## src/rtl/expr_tx.sv

```systemverilog
// expr_tx: serializes BCD operands and +/* operators as an ASCII expression over valid/ready
module expr_tx #(
  parameter int MAX_TERMS = 8
) (
  input  logic                   clk,
  input  logic                   clr_n,
  input  logic                   start,
  input  logic [3:0]             n_terms,
  input  logic [4*MAX_TERMS-1:0] digits,
  input  logic [(MAX_TERMS>1 ? MAX_TERMS-1 : 1)-1:0] ops,
  input  logic                   ready,
  output logic [7:0]             out,
  output logic                   valid,
  output logic                   busy,
  output logic                   done,
  output logic                   err
);
  localparam int OW = MAX_TERMS > 1 ? MAX_TERMS - 1 : 1;
  typedef enum logic [1:0] {IDLE, SEND_D, SEND_O} state_t;
  state_t st;
  logic [3:0] idx, nt;
  logic [4*MAX_TERMS-1:0] dl, dn;
  logic [OW-1:0] ol;
  logic bad;
  // latched operands shift down so the current term always sits in the low bits
  assign dn = dl >> 4;
  always_comb begin
    bad = n_terms == 4'd0 || 32'(n_terms) > MAX_TERMS;
    for (int k = 0; k < MAX_TERMS; k++)
      if (k < 32'(n_terms) && digits[4*k +: 4] > 4'd9) bad = 1'b1;
  end
  always_ff @(posedge clk or negedge clr_n) begin
    if (!clr_n) begin
      st    <= IDLE;
      out   <= 8'h00;
      valid <= 1'b0;
      busy  <= 1'b0;
      done  <= 1'b0;
      err   <= 1'b0;
      idx   <= 4'd0;
      nt    <= 4'd0;
      dl    <= '0;
      ol    <= '0;
    end else begin
      done <= 1'b0;
      err  <= 1'b0;
      case (st)
        IDLE: if (start) begin
          if (bad) err <= 1'b1;
          else begin
            dl    <= digits;
            ol    <= ops;
            nt    <= n_terms;
            idx   <= 4'd0;
            out   <= {4'h3, digits[3:0]};
            valid <= 1'b1;
            busy  <= 1'b1;
            st    <= SEND_D;
          end
        end
        SEND_D: if (ready) begin
          if (idx == nt - 4'd1) begin
            out   <= 8'h00;
            valid <= 1'b0;
            busy  <= 1'b0;
            done  <= 1'b1;
            st    <= IDLE;
          end else begin
            out <= ol[0] ? 8'h2A : 8'h2B;
            ol  <= ol >> 1;
            st  <= SEND_O;
          end
        end
        SEND_O: if (ready) begin
          idx <= idx + 4'd1;
          dl  <= dn;
          out <= {4'h3, dn[3:0]};
          st  <= SEND_D;
        end
        default: st <= IDLE;
      endcase
    end
  end
endmodule

```

## config.mk

```make
export PLATFORM = sky130hd
export DESIGN_NAME = expr_tx
export DESIGN_NICKNAME = d
export VERILOG_FILES = /design/src/rtl/expr_tx.sv
export SDC_FILE = /design/constraint.sdc
export NUM_CORES = 1
export LEC_CHECK = 0
export ABC_CLOCK_PERIOD_IN_PS = 3700
export BUFFER_PORTS_ARGS = -buffer_cell sky130_fd_sc_hd__buf_2
export CORE_MARGIN = 3
export CORE_UTILIZATION = 59
export CTS_CLUSTER_DIAMETER = 40
export DETAILED_ROUTE_END_ITERATION = 6
export PLACE_DENSITY_LB_ADDON = 0.1
export SYNTH_ARGS = -nofsm -noshare
export SYNTH_HDL_FRONTEND = slang
export SYNTH_SLANG_ARGS = --single-unit
```

## constraint.sdc

```tcl
create_clock -name clk -period 3.7 [get_ports clk]
set_input_delay 0.74 -clock clk [delete_from_list [all_inputs] [get_ports clk]]
set_output_delay 0.74 -clock clk [all_outputs]
set_load 0.05 [all_outputs]
```

==> results.ini, run 1 <==
[outcome]
status = finished, final reports clean

[synthesis]
synth_cell_type_count = 48
ys.flop_type = dfrtp_1
synth_warnings = 0
synth-seq-cells = 54
netlist_area_sq_um = 2980
avgSynthCellArea_sq_um = 10.2
synth_edf_count = 0
syn_inst = 292
synth-async-reset-ratio_pct = 100
yosysSeqAreaShare_pct = 45.4

[sta]
skew_ns = 0.00222
finalSetupTns_ns = 0
tightest_slew_ns = 0.815
slew_violations = 0
setup_viol = 0
fin_crit_ns = 2.58
rsz0062_at_grt = no
post-route-period-util_pct = 69.7
fmax_mhz = 388
hold_viol = 0
slew_headroom_pct = 45.6

[route]
viasPerCell = 5.88
wl_met1_mm = 2.91
drc = 0
ant_nets = 0
dr.pass1.iters = 4
wl_mm = 6.37
wl_met2_mm = 3.05
num_vias = 2381
topRoutingLayerUsed = met4
wl_per_cell_um = 15.7
met3_wirelength_um = 335
drt-initial-drc-count = 107

[cells_and_area]
stdcell_count = 405
syn_to_final_growth_pct = 13.3
antenna_cells = 0
fill_cells = 395
final_net_count = 391
layout-drive-gt1-share_pct = 23.7

[clocking]
cts_buffers = 5
cts_tree = built
clock_sinks = 54
cts_max_level = 2
clkTransAtPathRegs_ns = 0.09
post_cts_buffers = 0
cts_buffer_depth = 2
cts_resized = 0
cts_hold_buf = 0
clock-root-buffer = clkbuf_8
insertion_delay_ns = 0.30

[place]
place.gp.congestion = 0.802
hpwlAfterDp_mm = 4.59
place_inst = 397
port_buffers = 56

[global_route]
gr-usage-all-layers_pct = 22.5
grt-ovfl-total = 0
grt_pass1_vias = 2290
grt_pass1_wl_mm = 10.9
grt_max_degree = 51
antenna_found_initial = 0

[die]
ios = 59
core.rowCount = 25
die_area_sq_um = 5940
die_height_um = 77.1
start_util_pct = 61.8
die_width_um = 77.1
core-area_sq_um = 4820

[critical_path]
crit_type = in -> reg
cp_max_fo = 18
arrival_ns = 2.76
critical_path.n_buffers_inverters = 2
cp_top_family = compound AO/OA/AOI/OAI gates
critPathCaptureType = flop
cp_slowest_cell = or3_1
crit_chain = buf_2, o21ai_0, nand3_1, a211o_1, or3_1, buf_4, a21o_1, o2bb2ai_1
crit_required_ns = 3.89
critPathLaunchType = input pin
critPathMaxStageDelay_ns = 0.42

[min_path]
min_path_type = reg -> reg

[power]
peakVddDrop_mv = 0.397
power_density_nw_per_um2 = 786
p_leak_nw = 1.52

[job]
maxCapViolCount = 0

==> synthesized netlist by cell type (7+ instances only) <==
cell type | count | area share, %
clkbuf_1 | 14 | 1.8
dfrtp_1 | 54 | 45
o21ai_0 | 7 | 1.2
inv_1 | 12 | 1.5
ha_1 | 7 | 2.9
nor2_1 | 13 | 1.6
nand2_1 | 16 | 2.0
a21oi_1 | 29 | 4.9
mux2i_1 | 29 | 9.7
a31oi_1 | 26 | 5.5
==> sequential cells by signal (all words and copies together) (netlist names) <==
| register | count |
|---|---|
| nt | 4 |
| busy | 1 |
| err | 1 |
| done | 1 |
| st | 2 |
| out | 6 |
| idx | 4 |
| ol | 7 |
| dl | 28 |
==> cells in the final DEF (no fill, tap or decap), types with 7 or more instances in the layout <==
master	n
o21ai_0	7
mux2i_1	29
buf_2	56
dfrtp_1	54
nor2_1	13
a21oi_1	29
nand2_1	16
a31oi_1	26
inv_1	12
==> stage by stage <==
stage	hold WS [ns]	utilization [%]	worst slack [ns]	total power [mW]	cell area (sq um)
3_5_place_dp	0.493	68.2	0.803	2.33	3280
4_1_cts	0.515	70.1	1.13	2.67	3380
3_3_place_gp	0.486	68.2	0.851	2.28	3280
6_report	0.513	70.1	1.12	2.65	3380
5_1_grt	0.532	70.1	0.943	2.87	3380
2_1_floorplan	0.444	-	1.14	2.04	2980
==> kinds of logic after synthesis <==
family | share of synthesized area (%)
fa+ha+maj | 2.94
xor+xnor | 1.76
mux | 13.3
simple gates | 8.86
compound gates | 22.1
other cells | 0.126
buf+inv | 5.59
flops | 45.4
==> worst paths after layout <==
kind	endpoint	slack, ns	start	cells after the start
max	dl[29]	1.12	digits[1]	8
min	out[3]	0.51	out[3]	1
max reg2reg	dl[12]	1.19	st[0]	8
min reg2reg	out[3]	0.51	out[3]	1
max in group asynchronous	dl[17]	2.43	clr_n	2
min in group asynchronous	ol[3]	0.52	clr_n	1
==> where the power goes <==
| part | switching, mW | internal (mW) | total, mW |
|---|---|---|---|
| Sequential | 0.173 | 0.851 | 1.02 |
| Combinational | 0.759 | 0.530 | 1.29 |
| Clock | 0.187 | 0.152 | 0.339 |
| Total | 1.12 | 1.53 | 2.65 |
==> metal layers <==
layer	global-route usage [%]	vias up
met5	0	-
met4	6.23	0
met3	5.40	4
met2	35.9	70
met1	30.7	1136
li1	-	1171
==> final cells by class <==
class	instances	area (sq um)	share of cell area [%]
clock buffer	7	86.3	2.56
clock inverter	1	5.00	0.148
inverter	12	45.0	1.33
multi-input combinational	202	1480	43.8
sequential	54	1350	40.0
tap	67	83.8	2.48
timing repair buffer	62	325	9.64
Note: power is estimated with default switching activity, not from simulation.
==> inputs of run 2 (changes only) <==
Settings changed: ABC_AREA set to 1, ABC_CLOCK_PERIOD_IN_PS 3700 to 2100, CORE_UTILIZATION 59 to 50.
Clock period 3.7 ns to 2.1 ns, I/O delays scaled along.
==> run 2 against run 1 <==
  * Synthesized cell count increased by 52%
  * Non-clock buffer count increased by 11
  * Flip-flop and latch count unchanged
  * Synthesized area increased by 6.5%
  * Wire length increased by 13%
  * Clock power increased to 2.5 times the previous value
  * Via count increased by 19%
  * Clock-buffer cell count decreased by 1
  * Critical endpoint is now idx[2]
==> results.ini, run 2 <==
[cells_and_area]
top_regs = dl x28, ol x7, out x6
layout-drive-gt1-share_pct = 20.8  ; -2.9 points
final_util_pct = 61.2  ; -8.8 points
final_area_sq_um = 3690  ; +9.3%
largest_register_ffs = 28  ; unchanged
antenna_cells = 0  ; unchanged
final_cell_mix = nand2_1, buf_2, dfrtp_1
fill_cells = 580  ; +47%
syn_to_final_growth_pct = 16.3
final_net_count = 559  ; +43%
regMostFlops = dl
stdcell_count = 581  ; +43%
layout_commonest_cell = nand2_1

[synthesis]
synth.top_cell.area_share_pct = 42.6  ; -2.8 points
synth-seq-cells = 54  ; unchanged
ys.flop_type = dfrtp_1
synth-async-reset-ratio_pct = 100  ; unchanged
yosysSeqAreaShare_pct = 42.6  ; -2.8 points
synthTopCellsByArea = dfrtp_1, nand2_1, inv_1
yosysMostFrequentCell = nand2_1
avgSynthCellArea_sq_um = 7.15  ; -30%
yosys-top-cells-count = nand2_1, dfrtp_1, inv_1, o21ai_0, nand4_1
synth_cell_type_count = 30  ; -38%
synth_warnings = 0  ; unchanged
yosys.area.top_type = dfrtp_1
netlist_area_sq_um = 3170  ; +6.5%
syn_inst = 444  ; +52%
synth_edf_count = 0  ; unchanged

[critical_path]
critPathMaxStageDelay_ns = 0.41  ; about the same
cp_top_family = flip-flops
cp_max_fo = 35  ; +17
critPathCaptureType = flop
critical_path.n_buffers_inverters = 3  ; +1
critPathLaunchType = flop
crit_required_ns = 2.34  ; -1.55 ns
cp_slowest_cell = dfrtp_1
r2r_setup_slack_ns = 0.21  ; -0.98 ns
crit_type = reg -> reg
arrival_ns = 2.13  ; -0.63 ns
worstRegToRegCells = 10  ; +2
timing.rr.end = idx[2]
crit_chain = inv_1, ha_1, inv_2, or2_2, o21ai_2, a21oi_2, nand2_8, inv_8, nand3_1, o21ai_2
r2r-start = st[0]
crit_top_cell = o21ai_2

[sta]
fin_crit_ns = 1.89
rsz0062_at_grt = no
fmax_mhz = 530
skew_ns = 0.00628  ; +0.00406 ns
post-route-period-util_pct = 89.9
finalSetupTns_ns = 0  ; unchanged
whs_ns = 0.0576  ; -0.455 ns
slew_violations = 0  ; unchanged
fin_ws_ns = 0.212  ; -0.910 ns
setup_viol = 0  ; unchanged
hold_viol = 0  ; unchanged

[place]
post-place-ws_ns = 0.124  ; -0.678 ns
place_inst = 572  ; +44%
hpwlAfterDp_mm = 5.46  ; +19%
post_dp_cell_area_sq_um = 3530  ; +7.6%
port_buffers = 56  ; unchanged
place.gp.congestion = 0.981  ; +22%

[die]
die_area_sq_um = 7340  ; +24%
start_util_pct = 52.7  ; -9.2 points
die_height_um = 85.7  ; +11%
die_width_um = 85.7  ; +11%
ios = 59  ; unchanged
core-area_sq_um = 6030  ; +25%
core.rowCount = 28  ; +12%

[global_route]
antenna_found_initial = 0  ; unchanged
grt-ovfl-total = 0  ; unchanged
grt_max_degree = 36  ; -29%
grt_pass1_vias = 2727  ; +19%
gr-usage-all-layers_pct = 21.3  ; -1.2 points
grt_pass1_wl_mm = 12.6  ; +15%

[clocking]
cts_buffers = 5  ; unchanged
clock-root-buffer = clkbuf_8
cts_max_level = 2  ; unchanged
clock_sinks = 54  ; unchanged
cts_buffer_depth = 2  ; unchanged
clkTransAtPathRegs_ns = 0.10  ; about the same
insertion_delay_ns = 0.31  ; about the same
cts_tree = built

[power]
p_leak_nw = 2.09  ; +37%
fin_total_pwr_mw = 5.48  ; +110%
peakVddDrop_mv = 0.977  ; +150%
power_density_nw_per_um2 = 1480  ; +89%

[route]
wl_mm = 7.22  ; +13%
num_vias = 2839  ; +19%
ant_nets = 0  ; unchanged
drc = 0  ; unchanged
wl_per_cell_um = 12.4  ; -21%
drt-initial-drc-count = 148  ; +38%
dr.pass1.iters = 4  ; unchanged
viasPerCell = 4.89  ; -17%

[job]
maxCapViolCount = 0  ; unchanged

[outcome]
status = finished, final reports clean

[min_path]
min_path_type = in -> async

-- run 2: worst max path at each step --
stage,cells after the start,startpoint,to,slack [ns]
2_1_floorplan,13,st[0],dl[27],0.24
3_3_place_gp,8,digits[14],nt[3],0.14
3_5_place_dp,11,digits[1],idx[2],0.12
4_1_cts,10,nt[0],ol[0],0.14
5_1_grt,10,nt[0],ol[5],0.004
6_report,10,st[0],idx[2],0.21
-- run 2: layout make-up --
| class | count | area (sq um) | share of cell area, % |
|---|---|---|---|
| timing repair buffer | 73 | 408 | 11.1 |
| sequential | 54 | 1350 | 36.6 |
| clock buffer | 6 | 82.6 | 2.24 |
| clock inverter | 2 | 60.1 | 1.63 |
| multi-input combinational | 326 | 1520 | 41.1 |
| inverter | 45 | 176 | 4.78 |
| tap | 75 | 93.8 | 2.54 |
-- run 2: routing by layer --
metal  wire (um)  up-vias  part of all wire [%]  GRT usage, %
met5           0        -                     0             0
met2        3500       66                    49          36.4
met3         298        4                   4.1          2.69
met4          52        0                  0.72          5.47
li1            -     1490                     -             -
met1        3370     1279                    47          28.5
-- run 2: kinds of logic after synthesis --
family	synth area share, %
compound gates	8.04
simple gates	35.3
xor+xnor	1.38
other cells	0.118
buf+inv	9.86
flops	42.6
fa+ha+maj	2.76
-- run 2: repair_timing --
item                                    CTS  global route
endpoints found under the setup margin    0             6
setup buffers                             0             1
hold buffers                              0             0
resized for setup                         0             1
-- run 2: report_power, final --
| group | leakage (nW) | switching, mW | internal [mW] | total, mW |
|---|---|---|---|---|
| Clock | 0.0714 | 0.351 | 0.509 | 0.860 |
| Combinational | 1.34 | 1.90 | 0.959 | 2.86 |
| Sequential | 0.677 | 0.245 | 1.51 | 1.76 |
==> inputs of run 3 (changes only) <==
Settings changed: MAX_ROUTING_LAYER set to met4.
==> run 3 against run 2 <==
  * Clock power fell by 28%
  * Global-route usage is 1.1 points higher
  * First-iteration DRC count shrank 4.1%
  * Cell count is 0.17% lower
  * Register-to-register slack lost 0.03 ns
  * Non-clock buffer count fell by 1
  * Flip-flop and latch count is the same
  * Clock-buffer cell count unchanged
  * Sequential power is essentially flat
  * Largest cell class unchanged
==> results.ini, run 3 (synthesis gave the netlist of run 2 again) <==
[critical_path]
critPathMaxStageDelay_ns = 0.39  ; -0.02 ns
critical_path.n_buffers_inverters = 2  ; -1
critPathLaunchType = flop
crit_type = reg -> reg
arrival_ns = 2.13  ; about the same
crit_required_ns = 2.31  ; -0.03 ns
cp_slowest_cell = dfrtp_1
r2r_setup_slack_ns = 0.18  ; -0.03 ns
cp_top_family = simple AND/OR/NAND/NOR gates
cp_max_fo = 6  ; -83%
critPathCaptureType = flop
crit_chain = inv_1, ha_1, xor2_1, nand2_1, nor2_1, nand3_1, o21ai_1, inv_1, nand4_1, nand2_1

[min_path]
min_path_type = in -> async

[place]
post_dp_cell_area_sq_um = 3540  ; +0.14%
hpwlAfterDp_mm = 5.52  ; +1.1%
post-place-ws_ns = 0.0977  ; -0.0265 ns
port_buffers = 56  ; unchanged
place.gp.congestion = 0.983  ; +0.27%

[power]
fin_total_pwr_mw = 5.26  ; -3.9%
peakVddDrop_mv = 0.830  ; -15%
p_leak_nw = 2.06  ; -1.1%
power_density_nw_per_um2 = 1440  ; -2.8%

[sta]
fmax_mhz = 521  ; -1.7%
post-route-period-util_pct = 91.5  ; +1.6 points
rsz0062_at_grt = no
finalSetupTns_ns = 0  ; unchanged
tightest_slew_ns = 0.577
hold_viol = 0  ; unchanged
slew_violations = 0  ; unchanged
skew_ns = 0.00703  ; +0.000754 ns
fin_ws_ns = 0.179  ; -0.0333 ns
setup_viol = 0  ; unchanged
slew_headroom_pct = 61.6
fin_crit_ns = 1.92  ; +0.0333 ns

[cells_and_area]
antenna_cells = 0  ; unchanged
largest_register_ffs = 28  ; unchanged
regMostFlops = dl
final_util_pct = 60.6  ; -0.66 points
syn_to_final_growth_pct = 15.0
final_net_count = 558  ; -0.18%
final_area_sq_um = 3650  ; -1.1%
layout_commonest_cell = nand2_1
final_cell_mix = nand2_1, buf_2, dfrtp_1
layout-drive-gt1-share_pct = 20.4  ; -0.35 points
top_regs = dl x28, ol x7, out x6

[global_route]
grt_pass1_vias = 2709  ; -0.66%
gr-usage-all-layers_pct = 22.3  ; +1.1 points
grt_max_degree = 36  ; unchanged
antenna_found_initial = 0  ; unchanged
grt-ovfl-total = 0  ; unchanged
grt_pass1_wl_mm = 12.6  ; +0.27%

[clocking]
cts_max_level = 2  ; unchanged
insertion_delay_ns = 0.31  ; about the same
clkTransAtPathRegs_ns = 0.10  ; about the same
clock_sinks = 54  ; unchanged
cts_buffer_depth = 2  ; unchanged
cts_buffers = 5  ; unchanged
clock-root-buffer = clkbuf_8
cts_tree = built

[die]
start_util_pct = 52.7  ; unchanged
die_area_sq_um = 7340  ; unchanged
die_height_um = 85.7  ; unchanged
die_width_um = 85.7  ; unchanged
ios = 59  ; unchanged
core-area_sq_um = 6030  ; unchanged
core.rowCount = 28  ; unchanged

[route]
num_vias = 2852  ; +0.46%
wl_per_cell_um = 12.5  ; +0.82%
wl_mm = 7.27  ; +0.65%
viasPerCell = 4.92  ; +0.63%
ant_nets = 0  ; unchanged
drt-initial-drc-count = 142  ; -4.1%
drc = 0  ; unchanged
dr.pass1.iters = 4  ; unchanged

[job]
maxCapViolCount = 0  ; unchanged

[outcome]
status = finished, final reports clean

[run 3: report_power, final]
part           internal [mW]  total, mW  leakage (nW)  switching (mW)
logic                  0.970       2.89          1.34            1.92
clock network          0.266      0.619        0.0472           0.353
registers               1.51       1.76         0.677           0.245
total                   2.75       5.26          2.06            2.52
[run 3: metrics by stage]
stage / instances / hold WS [ns]
2_1_floorplan: 445 / 0.124
3_3_place_gp: 571 / 0.453
3_5_place_dp: 571 / 0.455
4_1_cts: 579 / 0.103
5_1_grt: 580 / 0.113
6_report: 580 / 0.0924
[run 3: final cells by class]
class	count	area, sq um
Tap cell	75	93.8
Inverter	45	176
Multi-Input combinational cell	326	1520
Fill cell	588	2380
Clock buffer	6	82.6
Clock inverter	2	12.5
Sequential cell	54	1350
Timing Repair Buffer	72	413
[run 3: worst reg2reg max path, stage by stage (launching register included)]
cell	delay (ns)
dfrtp_1	0.39
inv_1	0.07
ha_1	0.32
xor2_1	0.17
nand2_1	0.07
nor2_1	0.15
nand3_1	0.16
o21ai_1	0.16
inv_1	0.15
nand4_1	0.13
nand2_1	0.06
[run 3: layer usage]
layer	GRT usage, %	vias up	share of wire, %
met1	28.8	1283	46
met5	-	-	0
met2	35.4	68	47
met4	7.77	0	1.9
li1	-	1491	-
met3	4.23	10	4.7
[run 3: what timing repair did]
item | in CTS | in global routing
setup endpoints to repair | 0 | 7
hold buffers | 0 | 0
resized for setup | 0 | 2
setup buffers | 0 | 1
[run 3: final timing paths]
path / from / endpoint / cells past startpoint
max: nt[0] / ol[5] / 10
min: clr_n / st[0] / 1
max reg2reg: nt[0] / ol[5] / 10
min reg2reg: out[1] / out[1] / 2
max in group asynchronous: clr_n / dl[12] / 2
min in group clk: digits[28] / dl[28] / 3
